[config.mk]
export PLATFORM = sky130hd
export DESIGN_NAME = uart_tx_arbiter_flat
export DESIGN_NICKNAME = d
export VERILOG_FILES = /design/src/rtl/uart_tx_arbiter_if.sv /design/src/rtl/uart_tx_arbiter.sv /design/src/flat_wrapper.sv
export SDC_FILE = /design/constraint.sdc
export NUM_CORES = 1
export LEC_CHECK = 0
export CAP_MARGIN = 0
export CORE_ASPECT_RATIO = 0.5
export CORE_UTILIZATION = 52
export DETAILED_ROUTE_END_ITERATION = 8
export PLACE_DENSITY_LB_ADDON = 0.12
export SYNTH_ARGS = -nofsm -noshare
export SYNTH_HDL_FRONTEND = slang
export SYNTH_SLANG_ARGS = --single-unit
[constraint.sdc]
create_clock -name clk -period 6.1 [get_ports clk]
set_input_delay 1.22 -clock clk [delete_from_list [all_inputs] [get_ports clk]]
set_output_delay 1.22 -clock clk [all_outputs]
set_load 0.02 [all_outputs]
[src/rtl/uart_tx_arbiter_if.sv]
// Requester and uart_tx side signals of the transmit arbiter.
// master = arbiter, slave = requesters plus the transmitter.
interface uart_tx_arbiter_if #(
    parameter int NUM_REQ = 4
);
    logic [NUM_REQ-1:0]   i_req;
    logic [8*NUM_REQ-1:0] i_byte;
    logic [NUM_REQ-1:0]   i_last;
    logic [NUM_REQ-1:0]   o_ack;
    logic [NUM_REQ-1:0]   o_grant;
    logic [2:0]           o_grant_id;
    logic                 o_tx_dv;
    logic [7:0]           o_tx_byte;
    logic                 i_tx_done;
    logic                 i_tx_active;
    logic                 o_busy;
    logic                 o_abort;

    modport master (
        input  i_req, i_byte, i_last, i_tx_done, i_tx_active,
        output o_ack, o_grant, o_grant_id, o_tx_dv, o_tx_byte,
        output o_busy, o_abort
    );

    modport slave (
        output i_req, i_byte, i_last, i_tx_done, i_tx_active,
        input  o_ack, o_grant, o_grant_id, o_tx_dv, o_tx_byte,
        input  o_busy, o_abort
    );
endinterface

[src/rtl/uart_tx_arbiter.sv]
// Round-robin packet arbiter in front of a single uart_tx.
// An owner keeps the transmitter from first byte to last, or until it stalls.
module uart_tx_arbiter #(
    parameter int NUM_REQ = 4,
    parameter int TIMEOUT = 1023
) (
    input  logic              clk,
    input  logic              reset,
    uart_tx_arbiter_if.master bus
);
    localparam int TW = $clog2(TIMEOUT + 1);

    typedef enum logic [1:0] {
        S_IDLE,
        S_LOAD,
        S_WAIT
    } state_t;

    state_t             state, state_n;
    logic [NUM_REQ-1:0] grant, grant_n;
    logic [NUM_REQ-1:0] ack, ack_n;
    logic [2:0]         gid, gid_n;
    logic [2:0]         ptr, ptr_n;
    logic [7:0]         tx_byte, tx_byte_n;
    logic               r_last, last_n;
    logic               dv, dv_n;
    logic               abort, abort_n;
    logic [TW-1:0]      tmo, tmo_n, tmo_inc;

    logic [NUM_REQ-1:0] pick;
    logic [2:0]         pick_id;
    logic               found;
    int                 j;
    logic               own_req, own_last;
    logic [7:0]         own_byte;
    logic [2:0]         gid_inc;

    // First requester at or above the pointer, wrapping.
    always_comb begin
        pick    = '0;
        pick_id = '0;
        found   = 1'b0;
        j       = 0;
        for (int i = 0; i < NUM_REQ; i++) begin
            j = int'(ptr) + i;
            if (j >= NUM_REQ) j = j - NUM_REQ;
            for (int k = 0; k < NUM_REQ; k++) begin
                if (!found && k == j && bus.i_req[k]) begin
                    pick    = '0;
                    pick[k] = 1'b1;
                    pick_id = 3'(k);
                    found   = 1'b1;
                end
            end
        end
    end

    always_comb begin
        own_req  = 1'b0;
        own_last = 1'b0;
        own_byte = 8'h00;
        for (int k = 0; k < NUM_REQ; k++) begin
            if (grant[k]) begin
                own_req  = bus.i_req[k];
                own_last = bus.i_last[k];
                own_byte = bus.i_byte[8*k +: 8];
            end
        end
    end

    assign gid_inc = (gid == 3'(NUM_REQ - 1)) ? 3'd0 : gid + 3'd1;
    assign tmo_inc = (tmo == TW'(TIMEOUT)) ? tmo : tmo + 1'b1;

    always_comb begin
        state_n   = state;
        grant_n   = grant;
        gid_n     = gid;
        ptr_n     = ptr;
        tx_byte_n = tx_byte;
        last_n    = r_last;
        tmo_n     = tmo;
        ack_n     = '0;
        dv_n      = 1'b0;
        abort_n   = 1'b0;
        unique case (state)
            S_IDLE: begin
                // Never start while a byte from before a reset is still shifting out.
                if (found && !bus.i_tx_active) begin
                    grant_n = pick;
                    gid_n   = pick_id;
                    tmo_n   = '0;
                    state_n = S_LOAD;
                end
            end
            S_LOAD: begin
                if (own_req) begin
                    tx_byte_n = own_byte;
                    last_n    = own_last;
                    ack_n     = grant;
                    dv_n      = 1'b1;
                    tmo_n     = '0;
                    state_n   = S_WAIT;
                end else if (tmo_inc == TW'(TIMEOUT)) begin
                    abort_n = 1'b1;
                    grant_n = '0;
                    ptr_n   = gid_inc;
                    tmo_n   = tmo_inc;
                    state_n = S_IDLE;
                end else begin
                    tmo_n = tmo_inc;
                end
            end
            S_WAIT: begin
                if (bus.i_tx_done) begin
                    if (r_last) begin
                        grant_n = '0;
                        ptr_n   = gid_inc;
                        state_n = S_IDLE;
                    end else begin
                        state_n = S_LOAD;
                    end
                end
            end
            default: state_n = S_IDLE;
        endcase
    end

    always_ff @(posedge clk or negedge reset) begin
        if (!reset) begin
            state   <= S_IDLE;
            grant   <= '0;
            gid     <= '0;
            ptr     <= '0;
            tx_byte <= 8'h00;
            r_last  <= 1'b0;
            tmo     <= '0;
            ack     <= '0;
            dv      <= 1'b0;
            abort   <= 1'b0;
        end else begin
            state   <= state_n;
            grant   <= grant_n;
            gid     <= gid_n;
            ptr     <= ptr_n;
            tx_byte <= tx_byte_n;
            r_last  <= last_n;
            tmo     <= tmo_n;
            ack     <= ack_n;
            dv      <= dv_n;
            abort   <= abort_n;
        end
    end

    assign bus.o_ack      = ack;
    assign bus.o_grant    = grant;
    assign bus.o_grant_id = gid;
    assign bus.o_tx_dv    = dv;
    assign bus.o_tx_byte  = tx_byte;
    assign bus.o_busy     = (state != S_IDLE);
    assign bus.o_abort    = abort;
endmodule

[src/flat_wrapper.sv]
// flat-port wrapper written by rule: the top's interface ports become plain ports
module uart_tx_arbiter_flat 
#(
    parameter int NUM_REQ = 4,
    parameter int TIMEOUT = 1023
)
  (clk, reset, bus_i_req, bus_i_byte, bus_i_last, bus_i_tx_done, bus_i_tx_active, bus_o_ack, bus_o_grant, bus_o_grant_id, bus_o_tx_dv, bus_o_tx_byte, bus_o_busy, bus_o_abort);
  uart_tx_arbiter_if #(.NUM_REQ(NUM_REQ)) bus_i ();
  input  logic clk;
  input  logic reset;
  input wire logic [$bits(bus_i.i_req)-1:0] bus_i_req;
  input wire logic [$bits(bus_i.i_byte)-1:0] bus_i_byte;
  input wire logic [$bits(bus_i.i_last)-1:0] bus_i_last;
  input wire logic [$bits(bus_i.i_tx_done)-1:0] bus_i_tx_done;
  input wire logic [$bits(bus_i.i_tx_active)-1:0] bus_i_tx_active;
  output wire logic [$bits(bus_i.o_ack)-1:0] bus_o_ack;
  output wire logic [$bits(bus_i.o_grant)-1:0] bus_o_grant;
  output wire logic [$bits(bus_i.o_grant_id)-1:0] bus_o_grant_id;
  output wire logic [$bits(bus_i.o_tx_dv)-1:0] bus_o_tx_dv;
  output wire logic [$bits(bus_i.o_tx_byte)-1:0] bus_o_tx_byte;
  output wire logic [$bits(bus_i.o_busy)-1:0] bus_o_busy;
  output wire logic [$bits(bus_i.o_abort)-1:0] bus_o_abort;
  assign bus_i.i_req = bus_i_req;
  assign bus_i.i_byte = bus_i_byte;
  assign bus_i.i_last = bus_i_last;
  assign bus_i.i_tx_done = bus_i_tx_done;
  assign bus_i.i_tx_active = bus_i_tx_active;
  assign bus_o_ack = bus_i.o_ack;
  assign bus_o_grant = bus_i.o_grant;
  assign bus_o_grant_id = bus_i.o_grant_id;
  assign bus_o_tx_dv = bus_i.o_tx_dv;
  assign bus_o_tx_byte = bus_i.o_tx_byte;
  assign bus_o_busy = bus_i.o_busy;
  assign bus_o_abort = bus_i.o_abort;
  uart_tx_arbiter #(.NUM_REQ(NUM_REQ), .TIMEOUT(TIMEOUT)) u_core (.clk(clk), .reset(reset), .bus(bus_i));
endmodule
==> flow_metrics.py, run 1 <==
metrics = {
    "logic_synthesis": {
        "synth-seq-cells": 35,
        "yosysWarnings": 0,
        "synth-edff-count": 0,
        "synth_area_um2": 2390,
        "synth_cell_type_count": 53,
        "synthArstFlopShare": 1.00,
        "syn_avg_cell_area_um2": 8.21,
        "netlist_instances": 291,
        "synth_seq_area_share": 0.367,
        "synth_fp_nets": 341,
        "synth_top_flop_cell": "dfrtp_1",
    },
    "clock_tree": {
        "cts_max_level": 2,
        "ctsHoldBuffers": 0,
        "postCtsSetupRepairBufs": 0,
        "cts_root_buf": "clkbuf_8",
        "clkSinkCount": 35,
        "cts_buffers": 5,
        "cts.repair.resized": 0,
        "insertion_delay_ps": 300,
        "clk_path_buf_depth": 2,
        "cts_tree": "done",
        "clk_pin_slew_ps": 80,
    },
    "cells_and_area": {
        "fillers": 315,
        "final_common_cell": "clkdlybuf4s50_1",
        "mostFrequentLayoutCells": "clkdlybuf4s50_1, dfrtp_1, a21oi_1, nand2_1, nor2_1",
        "layout-drive-gt1-share": 0.0526,
        "antennaDiodeCount": 0,
        "nets": 391,
        "syn_to_final_growth_pct": 30.4,
    },
    "global_route": {
        "antenna_found_initial": 0,
        "grt_max_degree": 36,
        "met2_usage": 0.491,
        "gr-max-usage-layer": "met2",
        "grt_use_met1": 0.372,
        "grt_pass1_wl_um": 11200,
        "overflow": 0,
        "grt_usage": 0.291,
        "use_met3": 0.0610,
        "first_global_vias": 2317,
    },
    "timing": {
        "slew_headroom": 0.503,
        "rsz0062_at_grt": "no",
        "period_share": 0.534,
        "worst_pin_slew_ps": 745,
        "timing.final.crit_period_ps": 3260,
        "slew_viol_final": 0,
        "finClkSkew_ps": 7.79,
        "setup_slack_ps": 2840,
        "timing.fmax_mhz": 307,
        "hold_viol": 0,
        "tns_ps": 0,
        "worst_hold_slack_ps": 514,
        "setup-violations-final": 0,
    },
    "flow_run": {
        "max_cap_viol_count": 0,
    },
    "route": {
        "first_iter_violations": 256,
        "via_per_inst": 6.31,
        "antenna_left": 0,
        "detail_route.wirelength_um": 6770,
        "first_pass_iters": 8,
        "wl_per_cell_um": 17.1,
        "drcViolationCount": 18,
        "vias": 2500,
    },
    "critical_path": {
        "cp_max_fo": 22,
        "crit_path_end_kind": "register",
        "critPathLaunchType": "input port",
        "critical_path_required_ps": 6340,
        "crit_type": "input port to register",
        "worst_ep_arrival_time_ps": 3500,
    },
    "floorplan": {
        "start_util": 0.576,
        "fp.dieH_um": 49.9,
        "fp.dieArea_um2": 4880,
        "core_um2": 4140,
        "die_x_um": 97.8,
        "rows": 16,
        "io_pins": 66,
    },
    "outcome": {
        "status": "finished with violations",
        "failed_checks": "design-rule violations",
    },
    "power": {
        "leakage_nw": 1.24,
        "ir_worst_vdd_v": 0.000276,
        "p_total_w": 0.00121,
        "powerDensity_nw_per_um2": 387,
    },
    "placed_design": {
        "dp_hpwl_um": 4910,
        "io_buffers": 64,
        "dp_slack_ps": 2560,
        "place.gp.congestion": 0.925,
    },
    "hold_path": {
        "hp-class": "register to register",
    },
}
logic make-up (layout without fill, tap and decap cells):
group / Yosys count / after routing / synth area share
AND/OR/NAND/NOR: 118 / 118 / 0.262
buffers and inverters: 32 / 83 / 0.0581
flip-flops: 35 / 35 / 0.367
multiplexers: 4 / 4 / 0.0178
AO/OA/AOI/OAI: 94 / 94 / 0.258
adder cells (fa/ha/maj): 7 / 7 / 0.0356
other: 1 / 1 / 0.00157
worst max-delay path, stage by stage:
cell and delay, ps:
clkdlybuf4s50_1 590, a21oi_1 110, a221o_1 410, nand2_1 170, nand2_1 130, inv_1 460, o21ai_0 180, o31ai_1 100
a211o_1 130
state kept, by name (all words and copies together), names as in the netlist, 2 cells and up:
name	count
u_core.bus.o_grant_id	2
u_core.tmo	10
u_core.bus.o_tx_byte	8
u_core.state	2
u_core.ptr	2
u_core.bus.o_grant	4
u_core.bus.o_ack	4
where the power goes:
group	internal (W)	total (W)	switching (W)
clock network	0.000122	0.000213	0.0000915
registers	0.000297	0.000382	0.0000848
logic	0.000263	0.000611	0.000347
synth_stat cells (3+ instances only):
cell type / instances / area [um^2]
nand3b_1: 3 / 22.5
a21oi_1: 34 / 170
ha_1: 6 / 75.1
nand4_1: 5 / 31.3
and3_1: 3 / 18.8
a221oi_1: 8 / 70.1
o31ai_1: 5 / 37.5
or4_1: 6 / 45.0
nor2_1: 18 / 67.6
and2_1: 7 / 43.8
nand3_1: 11 / 55.1
a31oi_1: 9 / 56.3
dfrtp_1: 35 / 876
inv_1: 10 / 37.5
clkbuf_1: 16 / 60.1
nor3_1: 15 / 75.1
o211ai_1: 4 / 30.0
o21ai_0: 13 / 65.1
o21a_1: 3 / 22.5
buf_2: 3 / 15.0
nand2_1: 26 / 97.6
nor2b_1: 9 / 56.3
nor4_1: 4 / 25.0
cell type report:
cell class | instances | area (um^2) | share of cell area
inverters | 10 | 37.5 | 0.0120
repair buffers | 65 | 648 | 0.208
well taps | 54 | 67.6 | 0.0217
clock buffers | 5 | 68.8 | 0.0221
flip-flops and latches | 35 | 876 | 0.281
clock inverters | 3 | 43.8 | 0.0141
multi-input cells | 224 | 1370 | 0.441
layer usage:
metal,vias to the layer above,wire length (um)
li1,1183,-
met1,1162,2950
met2,134,3120
met3,21,559
met4,0,133
met5,-,0
per-stage QoR:
step	util	instances	area, um^2
2_1_floorplan	-	291	2390
3_3_place_gp	0.725	388	3000
3_5_place_dp	0.725	388	3000
4_1_cts	0.752	396	3120
5_1_grt	0.752	396	3120
6_report	0.752	396	3120
worst paths after layout:
check / startpoint / to / slack [ps] / cells after the start
max: bus_i_req[1] / u_core.bus.o_grant[0] / 2840 / 9
min: u_core.bus.o_tx_byte[2] / u_core.bus.o_tx_byte[2] / 510 / 2
max reg2reg: u_core.tmo[0] / u_core.ptr[1] / 3030 / 7
min reg2reg: u_core.bus.o_tx_byte[2] / u_core.bus.o_tx_byte[2] / 510 / 2
max in group asynchronous: reset / u_core.state[0] / 4460 / 2
min in group asynchronous: reset / u_core.tmo[0] / 1320 / 2
(Power assumes the default switching activity.)
==> run 2: changes to the inputs <==
--- a/config.mk
+++ b/config.mk
@@ -7,7 +7,7 @@
 export LEC_CHECK = 0
 export CAP_MARGIN = 0
 export CORE_ASPECT_RATIO = 0.5
-export CORE_UTILIZATION = 52
+export CORE_UTILIZATION = 48
 export DETAILED_ROUTE_END_ITERATION = 8
 export PLACE_DENSITY_LB_ADDON = 0.12
 export SYNTH_ARGS = -nofsm -noshare
==> constraint.sdc (replaced) <==
create_clock -name clk -period 3.3 [get_ports clk]
set_input_delay 0.66 -clock clk [delete_from_list [all_inputs] [get_ports clk]]
set_output_delay 0.66 -clock clk [all_outputs]
set_load 0.02 [all_outputs]
==> run 2 against run 1 <==
The run now ends clean. First-iteration DRC count decreased by 39%. Clock power increased by 82%. Cell count increased by 3.8%. Setup slack got worse by 2200 ps. Largest cell class unchanged.
==> flow_metrics.py, run 2 (same netlist as run 1, synthesis figures left out) <==
metrics = {
    "outcome": {
        "status": "completed",
    },
    "clock_tree": {
        "ctsHoldBuffers": 0,
        "insertion_delay_ps": 290,
        "clk_pin_slew_ps": 70,
        "clk_path_buf_depth": 2,
        "cts_buffers": 5,
        "clkSinkCount": 35,
        "cts_max_level": 2,
        "cts.repair.resized": 0,
        "postCtsSetupRepairBufs": 0,
        "cts_tree": "done",
        "cts_root_buf": "clkbuf_8",
    },
    "route": {
        "vias": 2461,
        "drcViolationCount": 0,
        "first_pass_iters": 6,
        "detail_route.wirelength_um": 6880,
        "first_iter_violations": 155,
        "via_per_inst": 5.99,
        "wl_per_cell_um": 16.7,
        "antenna_left": 0,
    },
    "global_route": {
        "grt_pass1_wl_um": 10800,
        "grt_usage": 0.272,
        "overflow": 0,
        "antenna_found_initial": 0,
        "first_global_vias": 2306,
        "grt_max_degree": 36,
    },
    "cells_and_area": {
        "multiInputGateArea_um2": 1370,
        "layout.cells.non_filler": 411,
        "seq_area_um2": 876,
        "final_area_um2": 3150,
        "top_register": "u_core.tmo",
        "final_common_cell": "clkdlybuf4s50_1",
        "fillers": 393,
        "layout-drive-gt1-share": 0.0638,
        "syn_to_final_growth_pct": 31.8,
        "nets": 394,
        "largest_register_ffs": 10,
        "antennaDiodeCount": 0,
        "mostFrequentLayoutCells": "clkdlybuf4s50_1, dfrtp_1, a21oi_1, nand2_1, nor2_1",
    },
    "timing": {
        "slew_viol_final": 0,
        "slew_headroom": 0.482,
        "timing.final.crit_period_ps": 2690,
        "hold_viol": 0,
        "timing.fmax_mhz": 372,
        "setup-violations-final": 0,
        "finClkSkew_ps": 3.93,
        "worst_hold_slack_ps": 441,
        "tns_ps": 0,
        "period_share": 0.814,
        "worst_pin_slew_ps": 776,
        "rsz0062_at_grt": "no",
    },
    "placed_design": {
        "io_buffers": 64,
        "dpl.cell_count": 403,
        "dp_hpwl_um": 4990,
        "placed_area_um2": 3040,
        "place.gp.congestion": 0.984,
    },
    "hold_path": {
        "hp-class": "input port to asynchronous set/reset pin",
    },
    "floorplan": {
        "io_pins": 66,
        "fp.dieH_um": 51.9,
        "die_x_um": 102,
        "start_util": 0.520,
        "fp.dieArea_um2": 5280,
        "core_um2": 4590,
        "rows": 17,
    },
    "power": {
        "switching_power_w": 0.000969,
        "p_comb_frac": 0.514,
        "internal_power_w": 0.00128,
        "powerDensity_nw_per_um2": 716,
        "leakage_nw": 1.26,
        "p_seq_frac": 0.314,
        "p_total_w": 0.00225,
        "clkPwrFrac": 0.172,
        "switching_share": 0.430,
        "ir_worst_vdd_v": 0.000368,
    },
    "critical_path": {
        "crit_start": "u_core.tmo[0]",
        "critPathLaunchType": "register",
        "ff2ff_path_depth": 7,
        "worst_ep_arrival_time_ps": 2910,
        "r2r_slack_ps": 610,
        "r2r-end": "u_core.ptr[1]",
        "r2r_start": "u_core.tmo[0]",
        "critical_path_required_ps": 3530,
        "cp_max_fo": 13,
        "crit_path_end_kind": "register",
        "crit_type": "register to register",
        "crit_path_end": "u_core.ptr[1]",
    },
    "flow_run": {
        "max_cap_viol_count": 0,
    },
}
[run 2: cell count changes in the layout (fill, tap and decap cells not counted)]
cell	previous run	this run
buf_4	1	4
clkdlybuf4s50_1	64	63
buf_2	0	1
[run 2: worst max-delay path: stages, from the launching register on]
cell and delay [ps]:
dfrtp_1 430, ha_1 200, nand2_1 130, or4_4 580, a211oi_2 210, o2111ai_2 430
or4_1 550, nand3_1 80
[run 2: cell type report]
cell class | count | share of cell area
Multi-Input combinational cell | 224 | 0.436
Tap cell | 66 | 0.0262
Clock buffer | 5 | 0.0219
Clock inverter | 3 | 0.0139
Timing Repair Buffer | 68 | 0.211
Sequential cell | 35 | 0.278
Inverter | 10 | 0.0119
[run 2: how the worst min path moves through the flow]
stage                                   end  slack [ps]  cells after the start
global placement    u_core.bus.o_tx_byte[2]         470                      2
floorplan                u_core.bus.o_abort         360                      0
detailed placement  u_core.bus.o_tx_byte[2]         470                      2
global route                  u_core.tmo[1]         500                      1
CTS                           u_core.tmo[1]         470                      1
finish                        u_core.tmo[1]         440                      1
[run 2: routing by layer]
metal	global-route usage	routed length (um)	part of all wire	vias to the layer above
li1	-	-	-	1187
met1	0.325	2990	0.43	1164
met2	0.480	3220	0.47	100
met3	0.0753	595	0.086	10
met4	0.0894	77	0.011	0
met5	0	0	0	-
[run 2: power groups by stage]
stage / logic (W) / registers [W] / clock network, W
after global routing: 0.00127 / 0.000728 / 0.000414
final: 0.00116 / 0.000707 / 0.000388
after floorplan: 0.000666 / 0.000747 / 0
after global placement: 0.00112 / 0.000707 / 0
after CTS: 0.00116 / 0.000705 / 0.000397
after detailed placement: 0.00115 / 0.000714 / 0
[run 2: metrics by stage]
stage | utilization | worst slack (ps)
after detailed placement | 0.661 | 525
final | 0.685 | 614
after global routing | 0.685 | 448
after CTS | 0.685 | 621
after global placement | 0.661 | 613
after floorplan | - | 1090
